**src/rtl/i2c_codec_responder.sv**
```systemverilog
// i2c_codec_responder
// Write-only I2C responder standing in for the audio codec control port.
// Decodes 3-byte frames (device byte, {addr[6:0], data[8]}, data[7:0]),
// ACKs by pulling SDA low, and commits writes into a 16 x 9-bit register
// file that the surrounding logic can read back.
//
// Ports:
//   i_clk       system clock (>= 8x SCL frequency)
//   i_rst       synchronous active-high reset
//   i_scl/i_sda raw bus lines (asynchronous, synchronized here)
//   o_sda_oe    1 = pull SDA low (ACK), 0 = release
//   o_wr_valid  one-cycle strobe per committed write
//   o_wr_addr   register address of the last committed write
//   o_wr_data   data of the last committed write
//   i_rd_addr   register file read index
//   o_rd_data   combinational read of reg[i_rd_addr]
//   o_state     current FSM state, for debug
module i2c_codec_responder #(
    parameter logic [6:0] DEV_ADDR = 7'h1A
) (
    input  logic       i_clk,
    input  logic       i_rst,
    input  logic       i_scl,
    input  logic       i_sda,
    output logic       o_sda_oe,
    output logic       o_wr_valid,
    output logic [6:0] o_wr_addr,
    output logic [8:0] o_wr_data,
    input  logic [3:0] i_rd_addr,
    output logic [8:0] o_rd_data,
    output logic [2:0] o_state
);

    typedef enum logic [2:0] {
        S_IDLE    = 3'd0,
        S_DEV     = 3'd1,
        S_ACK_DEV = 3'd2,
        S_BYTE_HI = 3'd3,
        S_ACK_HI  = 3'd4,
        S_BYTE_LO = 3'd5,
        S_ACK_LO  = 3'd6,
        S_IGNORE  = 3'd7
    } state_t;

    state_t      state_r;
    state_t      state_next_s;
    logic [1:0]  scl_sync_r;
    logic [1:0]  sda_sync_r;
    logic        scl_hist_r;
    logic        sda_hist_r;
    logic [7:0]  shift_r;
    logic [2:0]  bit_cnt_r;
    logic        byte_full_r;
    logic [6:0]  addr_r;
    logic        data_hi_r;
    logic        sda_oe_r;
    logic        wr_valid_r;
    logic [6:0]  wr_addr_r;
    logic [8:0]  wr_data_r;
    logic [8:0]  regs_r [16];

    logic        scl_s;
    logic        sda_s;
    logic        scl_rise_s;
    logic        scl_fall_s;
    logic        start_s;
    logic        stop_s;
    logic        byte_done_s;
    logic        in_byte_s;
    logic        sda_oe_next_s;
    logic        commit_s;

    // Two-stage synchronizers plus a history stage for edge detection.
    always_ff @(posedge i_clk) begin
        if (i_rst) begin
            scl_sync_r <= 2'b11;
            sda_sync_r <= 2'b11;
            scl_hist_r <= 1'b1;
            sda_hist_r <= 1'b1;
        end else begin
            scl_sync_r <= {scl_sync_r[0], i_scl};
            sda_sync_r <= {sda_sync_r[0], i_sda};
            scl_hist_r <= scl_sync_r[1];
            sda_hist_r <= sda_sync_r[1];
        end
    end

    assign scl_s      = scl_sync_r[1];
    assign sda_s      = sda_sync_r[1];
    assign scl_rise_s = scl_s & ~scl_hist_r;
    assign scl_fall_s = ~scl_s & scl_hist_r;
    // SCL must be high in both samples, so an SDA change coinciding with an
    // SCL change is treated as data rather than a bus condition.
    assign start_s    = scl_s & scl_hist_r & ~sda_s & sda_hist_r;
    assign stop_s     = scl_s & scl_hist_r & sda_s & ~sda_hist_r;
    assign byte_done_s = scl_fall_s & byte_full_r;
    assign in_byte_s  = (state_r == S_DEV) || (state_r == S_BYTE_HI) || (state_r == S_BYTE_LO);

    // Next-state logic; START/STOP override bit processing in every state.
    always_comb begin
        state_next_s = state_r;
        if (start_s) begin
            state_next_s = S_DEV;
        end else if (stop_s) begin
            state_next_s = S_IDLE;
        end else begin
            case (state_r)
                S_IDLE:    state_next_s = S_IDLE;
                S_DEV: begin
                    if (byte_done_s) begin
                        state_next_s = (shift_r == {DEV_ADDR, 1'b0}) ? S_ACK_DEV : S_IGNORE;
                    end else begin
                        state_next_s = S_DEV;
                    end
                end
                S_ACK_DEV: state_next_s = scl_fall_s  ? S_BYTE_HI : S_ACK_DEV;
                S_BYTE_HI: state_next_s = byte_done_s ? S_ACK_HI  : S_BYTE_HI;
                S_ACK_HI:  state_next_s = scl_fall_s  ? S_BYTE_LO : S_ACK_HI;
                S_BYTE_LO: state_next_s = byte_done_s ? S_ACK_LO  : S_BYTE_LO;
                S_ACK_LO:  state_next_s = scl_fall_s  ? S_IGNORE  : S_ACK_LO;
                S_IGNORE:  state_next_s = S_IGNORE;
                default:   state_next_s = S_IDLE;
            endcase
        end
    end

    // Output decode from the next state so the registered outputs move on
    // the same edge as the state register.
    always_comb begin
        sda_oe_next_s = 1'b0;
        commit_s      = 1'b0;
        if ((state_next_s == S_ACK_DEV) || (state_next_s == S_ACK_HI) ||
            (state_next_s == S_ACK_LO)) begin
            sda_oe_next_s = 1'b1;
        end else begin
            sda_oe_next_s = 1'b0;
        end
        if ((state_r == S_BYTE_LO) && (state_next_s == S_ACK_LO)) begin
            commit_s = 1'b1;
        end else begin
            commit_s = 1'b0;
        end
    end

    // State register and registered outputs.
    always_ff @(posedge i_clk) begin
        if (i_rst) begin
            state_r    <= S_IDLE;
            sda_oe_r   <= 1'b0;
            wr_valid_r <= 1'b0;
            wr_addr_r  <= 7'h00;
            wr_data_r  <= 9'h000;
        end else begin
            state_r    <= state_next_s;
            sda_oe_r   <= sda_oe_next_s;
            wr_valid_r <= commit_s;
            if (commit_s) begin
                wr_addr_r <= addr_r;
                wr_data_r <= {data_hi_r, shift_r};
            end
        end
    end

    // Bit shifter, bit counter and the latched address / data MSB.
    always_ff @(posedge i_clk) begin
        if (i_rst) begin
            shift_r     <= 8'h00;
            bit_cnt_r   <= 3'd0;
            byte_full_r <= 1'b0;
            addr_r      <= 7'h00;
            data_hi_r   <= 1'b0;
        end else if (start_s || stop_s) begin
            shift_r     <= 8'h00;
            bit_cnt_r   <= 3'd0;
            byte_full_r <= 1'b0;
        end else begin
            if (scl_rise_s && in_byte_s && !byte_full_r) begin
                shift_r   <= {shift_r[6:0], sda_s};
                bit_cnt_r <= bit_cnt_r + 3'd1;
                if (bit_cnt_r == 3'd7) begin
                    byte_full_r <= 1'b1;
                end
            end
            if (byte_done_s) begin
                byte_full_r <= 1'b0;
            end
            if ((state_r == S_BYTE_HI) && byte_done_s) begin
                addr_r    <= shift_r[7:1];
                data_hi_r <= shift_r[0];
            end
        end
    end

    // Register file, updated the cycle after the strobe; 7'h0F clears all.
    always_ff @(posedge i_clk) begin
        if (i_rst) begin
            for (int i = 0; i < 16; i++) begin
                regs_r[i] <= 9'h000;
            end
        end else if (wr_valid_r) begin
            if (wr_addr_r == 7'h0F) begin
                for (int i = 0; i < 16; i++) begin
                    regs_r[i] <= 9'h000;
                end
            end else if (wr_addr_r[6:4] == 3'b000) begin
                regs_r[wr_addr_r[3:0]] <= wr_data_r;
            end
        end
    end

    assign o_sda_oe   = sda_oe_r;
    assign o_wr_valid = wr_valid_r;
    assign o_wr_addr  = wr_addr_r;
    assign o_wr_data  = wr_data_r;
    assign o_rd_data  = regs_r[i_rd_addr];
    assign o_state    = state_r;

endmodule

```
**config.mk**
```make
export PLATFORM = sky130hd
export DESIGN_NAME = i2c_codec_responder
export DESIGN_NICKNAME = d
export VERILOG_FILES = /design/src/rtl/i2c_codec_responder.sv
export SDC_FILE = /design/constraint.sdc
export NUM_CORES = 1
export LEC_CHECK = 0
export CAP_MARGIN = 40
export CORE_MARGIN = 1.5
export CORE_UTILIZATION = 30
export CTS_CLUSTER_DIAMETER = 60
export DETAILED_ROUTE_END_ITERATION = 8
export PLACE_DENSITY = 0.45
export SKIP_CTS_REPAIR_TIMING = 1
export SYNTH_ARGS = -nofsm -noshare
export SYNTH_HDL_FRONTEND = slang
export SYNTH_SLANG_ARGS = --single-unit
```
**constraint.sdc**
```tcl
create_clock -name i_clk -period 2.6 [get_ports i_clk]
set_input_delay 0.39 -clock i_clk [delete_from_list [all_inputs] [get_ports i_clk]]
set_output_delay 0.39 -clock i_clk [all_outputs]
set_load 0.1 [all_outputs]
```
-- After elaboration in Yosys (flattened, before gate mapping)
Memories as Yosys holds them, arrays and structs flattened.
Cells that the tools add are included.
- register bits after elaboration: 47
- RAM bits: 144
- output and inout bits: 30
- memories kept: 1
- $add $sub $neg: 1
- equal/unequal tests: 13
- mux-type cells: 42
- bitwise operators: 29
- reductions and logical operators: 17
- memories (name ; depth ; width ; rd ports ; clocked after Yosys merged registers in ; wr ports ; line ; RTL):
    regs_r ; 16 ; 9 ; 1 ; 0 ; 16 ; 60 ; logic [8:0] regs_r [16];
- operator list (operator ; number):
    $mux 9 ; 17
    $pmux 3 s8 ; 1
    $eq 3x3->1 const B ; 7
    $mux 1 ; 17
    $or 1x1->1 ; 16
    $mux 3 ; 5
    $eq 3x2->1 const B ; 3
    $reduce_or 9->1 ; 1
    $and 1x1->1 ; 8
    $eq 8x6->1 const B ; 1
    $eq 7x4->1 const B ; 1
    $logic_not 3->1 ; 2
    $logic_or 1x1->1 ; 5
    $not 1->1 ; 5
    $logic_and 1x1->1 ; 4
    $mux 4 ; 1
    $reduce_and 2->1 ; 2
    $add 3x1->3 const B ; 1
    $eq 3x1->1 const B ; 1
    $reduce_or 3->1 ; 1
    $mux 2 ; 1
    $reduce_or 2->1 ; 1
    $logic_not 1->1 ; 1

-- Longest topological paths before layout
- depth in word-level cells: 11
- depth in mapped cells: 6
- gate-level depth less buffers: 5

-- Worst setup path before layout
No wires, ideal clock.
- kind: reg-to-reg
- start point: reg wr_valid_r, in the netlist o_wr_valid
- end point: mem regs_r[13][0] (enable)
- data arrival time: 2642 ps
- setup slack: -430 ps
- cell stages (with the launch flop): 4
- clock period less this slack: 3030 ps
- path through: dfxtp_1 or4b_4 or3_4 o21ai_0
- RTL lines (what ; line ; RTL):
    start: declaration ; 57 ; logic wr_valid_r;
    start signal: assignment ; 156 ; wr_valid_r <= commit_s;
    end: declaration ; 60 ;

-- Final worst setup path
- start point: in i_rd_addr[1]
- end point: out o_rd_data[0]
- word-level cells in the longest chain between the ends: 1
- RTL lines (what ; line ; RTL):
    start: declaration ; 29 ; input logic [3:0] i_rd_addr,
    $mem_v2 16x9 ; -- ;
    end: declaration ; 30 ; output logic [8:0] o_rd_data,
Every way passes these cells.

==> run summary <==
routed len/inst: 20.0 um
clock share of power: 39.3%
via count of the first global-routing pass: 4999
insertion delay to the later sink of the worst-skew pair: 0.44 ns
Syn-to-layout area delta: 21.4%
Clock transition at path regs: 0.08 ns
Final Net Count: 676
maximum clock rate: 392 MHz
GRT Residual Overflow: 0
GRT Total Usage: 15.1%
number of buffers created by CTS: 17
first-pass GRT wire length: 31.5 mm
Worst slew margin: 44.5%
pwr/cell area: 656 nW/um2
Critical Path AT: 2.16 ns
RSZ-0062 raised after global routing: no
antenna violations before repair: 0
Post-synth EDFFs: 144
sw power: 1.70 mW
Netlist cell types: 45
warnings from Yosys: 0
total of max-cap violations: 0
vias: 4801
Hold Fails Final Rpt: 0
final worst path period share: 98.2%
crit path kind: input port to output port
crit path time final: 2.55 ns
main flop type after synthesis: edfxtp_1
TNS Setup: 0 ns
iteration count of the initial detailed-routing pass: 4
Mean Syn Cell Area: 14.2 um2
final hold slack: 0.413 ns
Fin Clk Skew: 0.0141 ns
initial core utilization: 30.7%
Mapped Area: 8300 um2
# rows: 60
switching share of power: 25.7%
clk buf depth: 2
core box area: 27000 um2
CP Launch Type: input port
htree depth: 4
placement-stage cell area: 9460 um2
CTS tree: built
die footprint: 28700 um2
Synth Register Bits: 191
static leakage: 3.63 nW
# DRC: 0
layout cells sized above 1: 25.2%
clk root buf: clkbuf_16
cells after synthesis: 584
Area contributors post-synth: edfxtp_1 52%, dfxtp_1 11%, and2_1 10%
placer congestion estimate: 0.786
DRT antenna net count: 0
Yosys top cell area share: 52.1%
CTS sink count: 191
Slew Viols, Final: 0
final core utilization: 37.3%
Worst VDD drop: 330 uV
final wirelength: 20.5 mm
status: finished, final reports clean
port bufs: 37
CP Data Required Time: 2.21 ns
Synth area leader: edfxtp_1
largest net degree at the start of global routing: 31
Worst-Margin Slew: 0.830 ns
post-synthesis sequential area ratio: 63.4%
post-route cell area: 10100 um2
critical path fanouts, max: 13
crit path capture type: output port
P_int: 4.91 mW
combinational group share of total power: 8.9%
I/O pin count: 38
Final setup viols: 0
HP Class: flip-flop to flip-flop
ys async rst share: 0%
DR iter-0 viols: 332
Vias/cell: 4.70
Reg power frac: 51.8%
Die X: 169 um
DP Wirelength: 14.3 mm
Die Y: 169 um
-- power groups by stage --
stage	Sequential [mW]	Combinational [mW]	Clock, mW
after floorplan	3.48	0.358	0
after global placement	3.49	0.592	0
after detailed placement	3.49	0.595	0
after CTS	3.42	0.596	2.66
after global routing	3.43	0.623	2.78
final	3.42	0.591	2.59
-- kinds of logic after synthesis --
kind of cell	count (synthesis)	share of synthesized area (%)
multiplexers	70	13.9
AND/OR/NAND/NOR	245	17.2
AO/OA/AOI/OAI	38	3.17
flip-flops	191	63.4
XOR/XNOR	2	0.211
buffers and inverters	35	1.73
adder cells (fa/ha/maj)	2	0.301
other	1	0.0452
-- metal layers --
metal	GRT usage, %	up-vias	part of all wire, %	wire length, um
li1	-	2283	-	-
met1	20.8	2429	48	9870
met2	23.8	76	47	9630
met3	3.50	13	3.6	739
met4	3.92	0	1.1	220
met5	0	-	0	0
-- cells in the final DEF, fill, tap and decap left out, types with 3 or more instances in the layout --
| cell type | instances |
|---|---|
| a21oi_1 | 3 |
| a22oi_1 | 14 |
| a22oi_2 | 4 |
| and2_1 | 137 |
| buf_12 | 13 |
| buf_4 | 66 |
| clkbuf_16 | 17 |
| clkdlybuf4s50_1 | 6 |
| clkinv_4 | 3 |
| clkinv_8 | 4 |
| conb_1 | 9 |
| dfxtp_1 | 42 |
| dfxtp_2 | 5 |
| edfxtp_1 | 144 |
| inv_1 | 4 |
| inv_8 | 4 |
| mux2i_1 | 34 |
| mux4_2 | 36 |
| nand2_1 | 17 |
| nand2b_1 | 9 |
| nand4b_1 | 3 |
| nor2_1 | 47 |
| nor2b_1 | 4 |
| nor3_1 | 3 |
| o21ai_0 | 7 |
| o21ai_1 | 3 |
| or2_2 | 5 |
-- worst paths after layout --
kind / endpoint / cells past startpoint / start / slack, ns
worst min register to register: sda_sync_r[1] / 1 / sda_sync_r[0] / 0.41
worst max-delay path: o_rd_data[0] / 7 / i_rd_addr[1] / 0.05
worst max register to register: regs_r[15][5] / 3 / o_wr_addr[6] / 0.37
worst min-delay path: sda_sync_r[1] / 1 / sda_sync_r[0] / 0.41
-- final cells by class --
| class | count | area [um2] |
|---|---|---|
| Fill cell | 2571 | 16900 |
| Antenna cell | 1 | 2.50 |
| Clock buffer | 17 | 425 |
| Multi-Input combinational cell | 366 | 2950 |
| Timing Repair Buffer | 86 | 821 |
| Clock inverter | 15 | 169 |
| Tap cell | 341 | 427 |
| Inverter | 4 | 15.0 |
| Sequential cell | 191 | 5270 |
-- through the flow --
stage               instances  total power, mW  worst slack [ns]
floorplan                 592             3.84            0.0119
global placement          988             4.08            0.0443
detailed placement        988             4.09            0.0480
CTS                      1020             6.68            0.0500
global route             1020             6.84          0.000457
finish                   1021             6.61            0.0468
-- worst max-delay path, stage by stage --
cell and delay [ns]:
clkdlybuf4s50_1 0.50, buf_12 0.17, buf_4 0.17, mux4_2 0.33
a22oi_1 0.24, nand2_1 0.16, buf_12 0.19
-- registers in the layout, summed over array words and instances, names as in the netlist --
name / count
data_hi_r: 1
byte_full_r: 1
addr_r: 7
bit_cnt_r: 3
o_wr_valid: 1
regs_r: 144
shift_r: 8
scl_sync_r: 2
o_wr_addr: 7
o_sda_oe: 1
o_state: 3
sda_sync_r: 2
o_wr_data: 9
scl_hist_r: 1
sda_hist_r: 1
-- cell usage after synthesis, types with 2 or more instances --
| cell type | count |
|---|---|
| nor2b_1 | 4 |
| nor4bb_1 | 2 |
| nand2_1 | 17 |
| nor2_2 | 2 |
| a22oi_1 | 18 |
| nor4b_1 | 2 |
| nor2_1 | 47 |
| inv_1 | 4 |
| or2_2 | 5 |
| and2_1 | 137 |
| dfxtp_1 | 47 |
| edfxtp_1 | 144 |
| clkbuf_1 | 21 |
| nor3_1 | 3 |
| mux4_2 | 36 |
| a21oi_1 | 3 |
| mux2i_1 | 34 |
| nor3b_1 | 3 |
| buf_2 | 7 |
| o21ai_0 | 9 |
| nand2b_1 | 9 |
| nand4b_1 | 3 |
| ha_1 | 2 |
| and2b_1 | 2 |
| nand4_1 | 2 |
| buf_1 | 2 |
Power figures use the tool's default switching activity.
